--- config.mk ---
export PLATFORM = sky130hd
export DESIGN_NAME = textdisp_console
export DESIGN_NICKNAME = d
export VERILOG_FILES = /design/src/rtl/textdisp_console.sv
export SDC_FILE = /design/constraint.sdc
export NUM_CORES = 1
export LEC_CHECK = 0
export ABC_AREA = 1
export CAP_MARGIN = 15
export CORE_MARGIN = 2
export CORE_UTILIZATION = 56
export CTS_CLUSTER_DIAMETER = 80
export DETAILED_ROUTE_END_ITERATION = 8
export PLACE_DENSITY = 0.86
export SLEW_MARGIN = 10
export SYNTH_ARGS = -nofsm -noshare
export SYNTH_HDL_FRONTEND = slang
export SYNTH_SLANG_ARGS = --single-unit
--- constraint.sdc ---
create_clock -name clk -period 2.99 [get_ports clk]
set_input_delay 0.299 -clock clk [delete_from_list [all_inputs] [get_ports clk]]
set_output_delay 0.299 -clock clk [all_outputs]
set_load 0.05 [all_outputs]
--- src/rtl/textdisp_console.sv ---
// Byte-stream console front end for a COLS x ROWS text display: prints characters,
// handles LF/CR/BS/FF, and blanks a line or the whole screen with one write per cycle.
module textdisp_console #(
    parameter int         COLS  = 32,
    parameter int         ROWS  = 28,
    parameter logic [7:0] BLANK = 8'h20
) (
    input  logic        clk,
    input  logic        reset,
    input  logic        in_valid,
    input  logic [7:0]  in_char,
    output logic        in_ready,
    output logic [3:0]  reg_char_we,
    output logic [31:0] reg_char_di,
    output logic [4:0]  cursor_x,
    output logic [4:0]  cursor_y,
    output logic        busy
);

    typedef enum logic [1:0] {
        IDLE       = 2'd0,
        CLR_LINE   = 2'd1,
        CLR_SCREEN = 2'd2
    } state_t;

    localparam logic [4:0] X_LAST = 5'(COLS - 1);
    localparam logic [4:0] Y_LAST = 5'(ROWS - 1);

    state_t      state_q, state_d;
    logic [4:0]  cur_x_q, cur_x_d;
    logic [4:0]  cur_y_q, cur_y_d;
    logic [4:0]  clr_x_q, clr_x_d;
    logic [4:0]  clr_y_q, clr_y_d;
    logic [3:0]  we_q, we_d;
    logic [31:0] di_q, di_d;
    logic        busy_q, busy_d;
    logic        accept_s;

    function automatic logic [31:0] pack_word(input logic [4:0] x, input logic [4:0] y,
                                              input logic [7:0] c);
        return {8'h00, 3'b000, x, 3'b000, y, 1'b0, c[6:0]};
    endfunction

    // busy tracks the visible clear writes, so in_ready stays low until the last one has gone out
    assign in_ready    = (state_q == IDLE) && !busy_q && !reset;
    assign accept_s    = in_valid && in_ready;
    assign reg_char_we = we_q;
    assign reg_char_di = di_q;
    assign cursor_x    = cur_x_q;
    assign cursor_y    = cur_y_q;
    assign busy        = busy_q;

    always_comb begin
        state_d = state_q;
        cur_x_d = cur_x_q;
        cur_y_d = cur_y_q;
        clr_x_d = clr_x_q;
        clr_y_d = clr_y_q;
        we_d    = 4'b0000;
        di_d    = di_q;
        busy_d  = 1'b0;
        case (state_q)
            IDLE: begin
                if (accept_s) begin
                    if (in_char >= 8'h20 && in_char != 8'h7F) begin
                        we_d = 4'b0001;
                        di_d = pack_word(cur_x_q, cur_y_q, in_char[7] ? 8'h3F : in_char);
                        if (cur_x_q == X_LAST) begin
                            cur_x_d = 5'd0;
                            cur_y_d = (cur_y_q == Y_LAST) ? 5'd0 : cur_y_q + 5'd1;
                            clr_x_d = 5'd0;
                            state_d = CLR_LINE;
                        end else begin
                            cur_x_d = cur_x_q + 5'd1;
                        end
                    end else begin
                        case (in_char)
                            8'h0A: begin
                                cur_x_d = 5'd0;
                                cur_y_d = (cur_y_q == Y_LAST) ? 5'd0 : cur_y_q + 5'd1;
                                clr_x_d = 5'd0;
                                state_d = CLR_LINE;
                            end
                            8'h0D: cur_x_d = 5'd0;
                            8'h08: begin
                                if (cur_x_q != 5'd0) begin
                                    cur_x_d = cur_x_q - 5'd1;
                                    we_d    = 4'b0001;
                                    di_d    = pack_word(cur_x_q - 5'd1, cur_y_q, BLANK);
                                end else begin
                                    cur_x_d = cur_x_q;
                                end
                            end
                            8'h0C: begin
                                clr_x_d = 5'd0;
                                clr_y_d = 5'd0;
                                state_d = CLR_SCREEN;
                            end
                            default: state_d = IDLE;
                        endcase
                    end
                end else begin
                    state_d = IDLE;
                end
            end
            CLR_LINE: begin
                we_d   = 4'b0001;
                busy_d = 1'b1;
                di_d   = pack_word(clr_x_q, cur_y_q, BLANK);
                if (clr_x_q == X_LAST) begin
                    state_d = IDLE;
                end else begin
                    clr_x_d = clr_x_q + 5'd1;
                end
            end
            CLR_SCREEN: begin
                we_d   = 4'b0001;
                busy_d = 1'b1;
                di_d   = pack_word(clr_x_q, clr_y_q, BLANK);
                if (clr_x_q == X_LAST) begin
                    clr_x_d = 5'd0;
                    if (clr_y_q == Y_LAST) begin
                        cur_x_d = 5'd0;
                        cur_y_d = 5'd0;
                        state_d = IDLE;
                    end else begin
                        clr_y_d = clr_y_q + 5'd1;
                    end
                end else begin
                    clr_x_d = clr_x_q + 5'd1;
                end
            end
            default: state_d = IDLE;
        endcase
    end

    always_ff @(posedge clk) begin
        if (reset) begin
            state_q <= IDLE;
            cur_x_q <= 5'd0;
            cur_y_q <= 5'd0;
            clr_x_q <= 5'd0;
            clr_y_q <= 5'd0;
            we_q    <= 4'b0000;
            di_q    <= 32'h0000_0000;
            busy_q  <= 1'b0;
        end else begin
            state_q <= state_d;
            cur_x_q <= cur_x_d;
            cur_y_q <= cur_y_d;
            clr_x_q <= clr_x_d;
            clr_y_q <= clr_y_d;
            we_q    <= we_d;
            di_q    <= di_d;
            busy_q  <= busy_d;
        end
    end

endmodule

Yosys cells after proc, flatten, opt, wreduce, memory -nomap -nowiden
Cells that the tools add are included.
{"block": "totals", "ff_bits": 59, "output_inout_bits": 48}
{"block": "classes", "mux": 47, "n_reduce_logical": 20, "n_eq_ne": 28, "magnitude_cmp": 1, "add_sub_neg": 5}
{"op": "2-to-1 mux 32 bit", "n": 4}
{"op": "2-to-1 mux 5 bit", "n": 22}
{"op": "case mux 32 bit (3 select lines)", "n": 1}
{"op": "case mux 5 bit (2 select lines)", "n": 4}
{"op": "== test 8 x 4 -> 1 bit (second input constant)", "n": 4}
{"op": "adder 5 x 1 -> 5 bit (second input constant)", "n": 4}
{"op": "== test 5 bit (second input constant)", "n": 4}
{"op": "AND reduction 6 bit", "n": 3}
{"op": "case mux 5 bit (3 select lines)", "n": 1}
{"op": "!= test 2 bit (second input constant)", "n": 7}
{"op": "2-to-1 mux 2 bit", "n": 6}
{"op": "case mux 2 bit (3 select lines)", "n": 2}
{"op": "AND reduction 5 bit", "n": 2}
{"op": "!= test 3 x 1 -> 1 bit (second input constant)", "n": 3}
{"op": "greater-or-equal comparator 8 x 6 -> 1 bit (second input constant)", "n": 1}
{"op": "!= test 4 x 3 -> 1 bit (second input constant)", "n": 2}
{"op": "!= test 8 x 7 -> 1 bit (second input constant)", "n": 1}
{"op": "OR reduction 2 bit", "n": 4}
{"op": "2-to-1 mux 7 bit", "n": 1}
{"op": "!= test 3 x 2 -> 1 bit (second input constant)", "n": 2}
{"op": "2-to-1 mux 1 bit", "n": 5}
{"op": "nonzero test 5 bit", "n": 1}
{"op": "subtractor 5 x 1 -> 5 bit (second input constant)", "n": 1}
{"op": "logical AND 1 bit", "n": 4}
{"op": "other kinds (11)", "n": 12}

Depth between registers and ports, before layout
Gate-level depths: netlist of the first run.
{"block": "logic_depth", "word_depth": 6, "ltp_mapped": 12, "mapped_depth_nobuf": 12}

Worst setup path before layout of the first run
No wires, ideal clock.
{"block": "synth_timing", "path_kind": "reg-to-reg", "from": "register cur_x_q[0] (netlist: cursor_x[0])", "to": "register clr_x_q[0]", "stages_incl_launch_ff": 12, "required_ns": 2.877, "arrival_time_ns": 1.863, "path_slack_ns": 1.014, "path_buffers": 0, "cell_sequence": "dfxtp_1 ha_1 nand2_1 nor2_1 ha_1 inv_1 nand4_4 nand2_1 nor2_4 nand2_1 nand2_1 nor2_1"}
{"block": "synth_via", "elab_chain_len": 3}
{"item": "from (decl)", "line": "30", "rtl": "logic [4:0] cur_x_q, cur_x_d;"}
{"item": "from (signal assigned)", "line": "149", "rtl": "cur_x_q <= cur_x_d;"}
{"item": "== test 5 bit", "line": "68", "rtl": "if (cur_x_q == X_LAST) begin"}
{"item": "!= test 3 x 2 -> 1 bit (no source line)"}
{"item": "AND reduction 5 bit (no source line)"}
{"item": "to (signal assigned)", "line": "151", "rtl": "clr_x_q <= clr_x_d;"}
{"item": "to (decl)", "line": "32", "rtl": "logic [4:0] clr_x_q, clr_x_d;"}
Every way passes these cells.
A chain may end at the register's enable or synchronous reset.

Final worst setup path of the first run
{"block": "layout_timing", "from": "register state_q[0]", "to": "register clr_x_q[4]"}
{"block": "layout_via", "elab_chain_len": 6}
{"item": "from (decl)", "line": "29", "rtl": "state_t state_q, state_d;"}
{"item": "from (signal assigned)", "line": "148", "rtl": "state_q <= state_d;"}
{"item": "zero test 2 bit", "line": "45, 62"}
{"item": "logical AND 1 bit (2 in a row)", "line": "45", "rtl": "assign in_ready = (state_q == IDLE) && !busy_q && !reset;"}
{"item": "logical AND 1 bit", "line": "46", "rtl": "assign accept_s = in_valid && in_ready;"}
{"item": "!= test 2 bit (no source line)"}
{"item": "AND reduction 5 bit (no source line)"}
Several ways; a longest one is shown, not always the timed one.

==> out/metrics.yaml, run 1 <==
outcome: "finished, final reports clean"
fin_nets: 506
start_util_pct: 57.8
fin_crit_sh_pct: 75.8
finalWirelength_microns: 7120
grtUsageTotal_pct: 24.7
drv_cap: 0
clk_pin_slew_ns: 0.09
viasPerCell: 5.32
power.leakage_nw: 1.51
cts_buffers: 5
first_iter_violations: 228
synth_seq_area_share_pct: 28.0
instances_no_fill: 554
hpwlAfterDp_microns: 5430
netlist_area_sq_um: 2930
drive_gt1_share_pct: 8.88
rsz0062_at_grt: "no"
worst_skew_pair.late_latency_ns: 0.31
relSlewSlack_pct: 62.4
crit_required_ns: 3.21
place_area_sq_um: 3270
power_mw: 3.16
portBuffers: 40
final_common_cell: "nand2_1"
whs_ns: 0.487
drv_slew: 0
synth.top_cell.area_share_pct: 28.0
cp_common_cell: "nand2_1"
r2r_cells: 11
vias: 2946
grt_first_pass_wirelength_microns: 12000
flow.area_growth_from_synthesis_pct: 15.4
drt.antenna.violating_nets: 0
critPathMaxStageDelay_ns: 0.50
finalSetupTns_ns: 0
layout_common_cells: "nand2_1 (107), nor2_1 (77), dfxtp_1 (41)"
antenna_found_initial: 0
crit_type: "reg2reg"
crit_path_end_kind: "flop"
met3_usage_pct: 4.15
p_per_area_nw_per_um2: 935
synth_top_area_cell: "dfxtp_1"
synthCells: 450
min_path_type: "reg2reg"
use_met2_pct: 42.5
hold_violations: 0
fmax_mhz: 441
dr.pass1.iters: 5
cts-root-buf: "clkbuf_8"
cts_sinks: 41
postCtsSetupRepairBufs: 0
rows: 26
die_w_microns: 76.4
wl_per_cell_microns: 12.8
fp.dieArea_sq_um: 5830
gr-total-overflow: 0
ios: 59
cp_max_fo: 16
clk_path_buf_depth: 2
cts_max_level: 2
cts_resized: 0
hold_path_depth: 2
die_h_microns: 76.4
postSynthAreaPerCell_sq_um: 6.52
dp.cells: 546
gp_congestion: 0.902
use_met1_pct: 32.3
crit_path_cell_trace: "inv_1 -> ha_1 -> inv_1 -> nand2_1 -> a21oi_1 -> nor2_1 -> nand2_1 -> nor2_4 -> nand2_1 -> nand2_1 -> nor2_1"
crit_slowest_cell: "ha_1"
synth_area_leaders: "dfxtp_1 (28%), nand2_1 (14%), nor2_1 (9.9%)"
n_antenna_cell: 0
setup-violations-final: 0
synth_cell_types: 36
design_area_sq_um: 3380
globalRoute.busiestLayer: "met2"
ctsHoldBuffers: 0
grt_pass1_vias: 2654
peakVddDrop_mv: 0.386
arrival_ns: 2.48
grt_max_degree: 27
cts_tree: "yes"
worst_pin_slew_ns: 0.563
startpoint_type: "flop"
fin_worst_skew_ns: 0.0156
coreArea_sq_um: 5070
ys_ff_latch: 41
yosys_warnings: 0
period_needed_ns: 2.27
drc: 0
layer usage:
layer | routed length, microns | vias up | share of wire (%)
li1 | - | 1471 | -
met1 | 3150 | 1334 | 44
met2 | 3420 | 129 | 48
met3 | 462 | 12 | 6.5
met4 | 78 | 0 | 1.1
met5 | 0 | - | 0
registers in the layout, summed over array words and instances, names as in the netlist:
name / cells
busy: 1
reg_char_we: 1
state_q: 2
clr_y_q: 5
clr_x_q: 5
cursor_y: 5
reg_char_di: 17
cursor_x: 5
area by class of cell:
type                            count  area [sq um]
Multi-Input combinational cell    350          1790
Inverter                           44           170
Clock buffer                        5          68.8
Tap cell                           70          87.6
Fill cell                         457          1690
Clock inverter                      3          46.3
Sequential cell                    41           821
Timing Repair Buffer               41           405
final timing paths:
check                   endpoint           start  slack [ns]
setup / recovery      clr_x_q[4]      state_q[0]        0.72
hold reg to reg   reg_char_di[2]  reg_char_di[2]        0.49
setup reg to reg      clr_x_q[4]      state_q[0]        0.72
hold / removal    reg_char_di[2]  reg_char_di[2]        0.49
synth_stat cells, drive strengths merged:
library cell and instances:
a21oi 27, buf 26, clkbuf 6, clkinv 1, conb 1, dfxtp 41, ha 12, inv 43
nand2 114, nand3 43, nand4 16, nor2 87, nor3 2, o211a 1, o21ai 21, o22ai 2
or2 1, xnor2 1, xor2 5
logic make-up after synthesis:
family                     after synthesis  share of synthesized area (%)
AOI/OAI and AO/OA                       51                           9.59
buffers and inverters                   76                           13.3
and+or+nand+nor                        263                           42.0
xor gates and xnor gates                 6                           1.79
adders and majority gates               12                           5.12
DFF                                     41                           28.0
other                                    1                          0.128
critical path: cells and delay by family, from the launching register on:
kind / cells / cell delay (ns)
compound gates: 1 / 0.08
fa+ha+maj: 1 / 0.50
buf+inv: 2 / 0.41
flops: 1 / 0.34
simple gates: 7 / 0.85
where the power goes:
group	switching (mW)	total, mW	internal, mW	leakage, nW
logic	1.29	1.85	0.564	1.12
registers	0.145	0.856	0.711	0.336
clock network	0.210	0.459	0.250	0.0543
total	1.64	3.16	1.52	1.51
metrics by stage:
stage / worst slack (ns) / utilization (%)
detailed placement: 0.798 / 64.4
CTS: 0.779 / 66.7
finish: 0.724 / 66.7
global route: 0.446 / 66.7
floorplan: 1.01 / -
global placement: 0.897 / 64.4
(Power assumes the default switching activity.)
==> inputs of run 2 (changes only) <==
CORE_UTILIZATION = 47   (was 56)
PLACE_DENSITY = 0.77   (was 0.86)
clock period = 2.05 ns   (was 2.99 ns; I/O delays follow)
==> run 2 against run 1 <==
Via count shrank 2.1%. First-iteration DRC count up 15%. Critical path depth decreased by 10. Sequential share of layout area decreased by 0.47 points. Global-route usage fell by 5.5 points. Core utilization fell by 9.0 points. Count of clock-buffer cells in the layout grew 1. Sequential power increased by 43%. Power increased by 46%. Final cell count rose by 2.5%. Non-clock buffer count grew 10.
==> out/metrics.yaml, run 2 (same netlist as run 1, synthesis figures left out) <==
fin_crit_sh_pct: 90.2
period_needed_ns: 1.85
ctsHoldBuffers: 0  # unchanged
die_h_microns: 83.0  # +8.7%
setup-violations-final: 0  # unchanged
grt_pass1_vias: 2429  # -8.5%
crit_required_ns: 1.85  # -1.36 ns
power.leakage_nw: 1.55  # +2.8%
cp_max_fo: 8  # -8
rows: 28  # +7.7%
flow.area_growth_from_synthesis_pct: 17.8
place_area_sq_um: 3360  # +2.6%
drt.antenna.violating_nets: 0  # unchanged
fillers: 555  # +21%
crit_path_cell_trace: "clkdlybuf4s50_1"
fin_ws_ns: 0.202  # -0.522 ns
grtUsageTotal_pct: 19.2  # -5.5 points
relSlewSlack_pct: 66.4  # +4.0 points
wl_per_cell_microns: 12.3  # -4.6%
hold_violations: 0  # unchanged
gr-total-overflow: 0  # unchanged
drive_gt1_share_pct: 11.0  # +2.1 points
largest_reg_flops: 17  # unchanged
viasPerCell: 5.08  # -4.5%
startpoint_type: "flop"
hpwlAfterDp_microns: 5330  # -1.9%
final_common_cell: "nand2_1"
clk_path_buf_depth: 2  # unchanged
drv_slew: 0  # unchanged
arrival_ns: 1.64  # -0.84 ns
die_w_microns: 83.0  # +8.7%
gp_congestion: 0.862  # -4.4%
cts_buffers: 5  # unchanged
start_util_pct: 49.0  # -8.8 points
place_ws_ns: 0.0527  # -0.745 ns
multi_input_area_sq_um: 1790  # +0.14%
crit_slowest_cell: "clkdlybuf4s50_1"
drv_cap: 0  # unchanged
regArea_sq_um: 822  # +0.15%
power_mw: 4.61  # +46%
min_path_type: "reg2reg"
crit_path_end_kind: "output port"
r2r_setup_slack_ns: 0.21  # -0.51 ns
first_iter_violations: 262  # +15%
antenna_found_initial: 0  # unchanged
outcome: "finished, final reports clean"
grt_first_pass_wirelength_microns: 11100  # -7.4%
ios: 59  # unchanged
portBuffers: 40  # unchanged
cts_tree: "yes"
fin_worst_skew_ns: 0.00896  # -0.00659 ns
worst_pin_slew_ns: 0.502  # -0.0612 ns
fin_nets: 516  # +2.0%
cts_sinks: 41  # unchanged
coreArea_sq_um: 5990  # +18%
fmax_mhz: 541
cts-root-buf: "clkbuf_8"
clk_pin_slew_ns: 0.08  # about the same
grt_max_degree: 19  # -30%
critPathMaxStageDelay_ns: 0.86  # +0.36 ns
drc: 0  # unchanged
peakVddDrop_mv: 0.766  # +99%
n_antenna_cell: 0  # unchanged
crit_family: "buffers and inverters"
crit_type: "reg2out"
instances_no_fill: 568  # +2.5%
design_area_sq_um: 3460  # +2.1%
dp.cells: 560  # +2.6%
dr.pass1.iters: 5  # unchanged
fp.dieArea_sq_um: 6890  # +18%
layout_common_cells: "nand2_1 (107), nor2_1 (76), nand3_1 (40), dfxtp_1 (40)"
worst_skew_pair.late_latency_ns: 0.30  # about the same
p_per_area_nw_per_um2: 1330  # +42%
vias: 2885  # -2.1%
critPathBufInv: 1  # -1
cts_max_level: 2  # unchanged
finalWirelength_microns: 6960  # -2.2%
[run 2: cell count changes in the layout (fill, tap and decap cells not counted)]
cell | before | now
nor2_2 | 7 | 8
nor2_1 | 77 | 76
o21ai_0 | 19 | 18
clkbuf_8 | 5 | 6
buf_4 | 2 | 11
bufinv_16 | 1 | 0
clkinv_4 | 1 | 0
dfxtp_2 | 0 | 1
o21ai_1 | 2 | 3
dfxtp_1 | 41 | 40
buf_12 | 0 | 1
[run 2: path summary, 6_finish.rpt]
path,cells after the start,endpoint,startpoint
max reg2reg,11,clr_y_q[1],state_q[0]
max,1,cursor_y[2],cursor_y[2]
min,2,reg_char_di[6],reg_char_di[6]
min reg2reg,2,reg_char_di[6],reg_char_di[6]
[run 2: layer usage]
layer / global-route usage (%) / share of wire (%) / up-vias
met1: 25.3 / 46 / 1267
met2: 32.6 / 47 / 111
met5: 0 / 0 / -
met3: 3.58 / 5.9 / 11
li1: - / - / 1496
met4: 4.17 / 1.2 / 0
[run 2: layout make-up]
| class | count | share of cell area [%] |
|---|---|---|
| Clock buffer | 6 | 2.39 |
| Clock inverter | 1 | 0.217 |
| Inverter | 44 | 4.92 |
| Multi-Input combinational cell | 350 | 51.7 |
| Sequential cell | 41 | 23.8 |
| Tap cell | 75 | 2.71 |
| Timing Repair Buffer | 51 | 14.3 |
[run 2: where the power goes]
group	switching, mW	leakage (nW)	internal, mW	total [mW]
combinational	1.91	1.17	0.929	2.83
clock	0.280	0.0433	0.266	0.546
sequential	0.186	0.336	1.04	1.22
total	2.37	1.55	2.23	4.61
[run 2: repair_timing]
item	CTS	global route
endpoints found under the setup margin	0	9
buffers inserted	0	1
resized for setup	0	3
[run 2: through the flow]
stage	utilization, %	setup TNS, ns	hold WS (ns)
5_1_grt	57.7	-0.00542	0.518
6_report	57.7	0	0.483
2_1_floorplan	-	0	0.400
4_1_cts	57.5	0	0.488
3_5_place_dp	56.0	0	0.473
3_3_place_gp	56.0	0	0.464
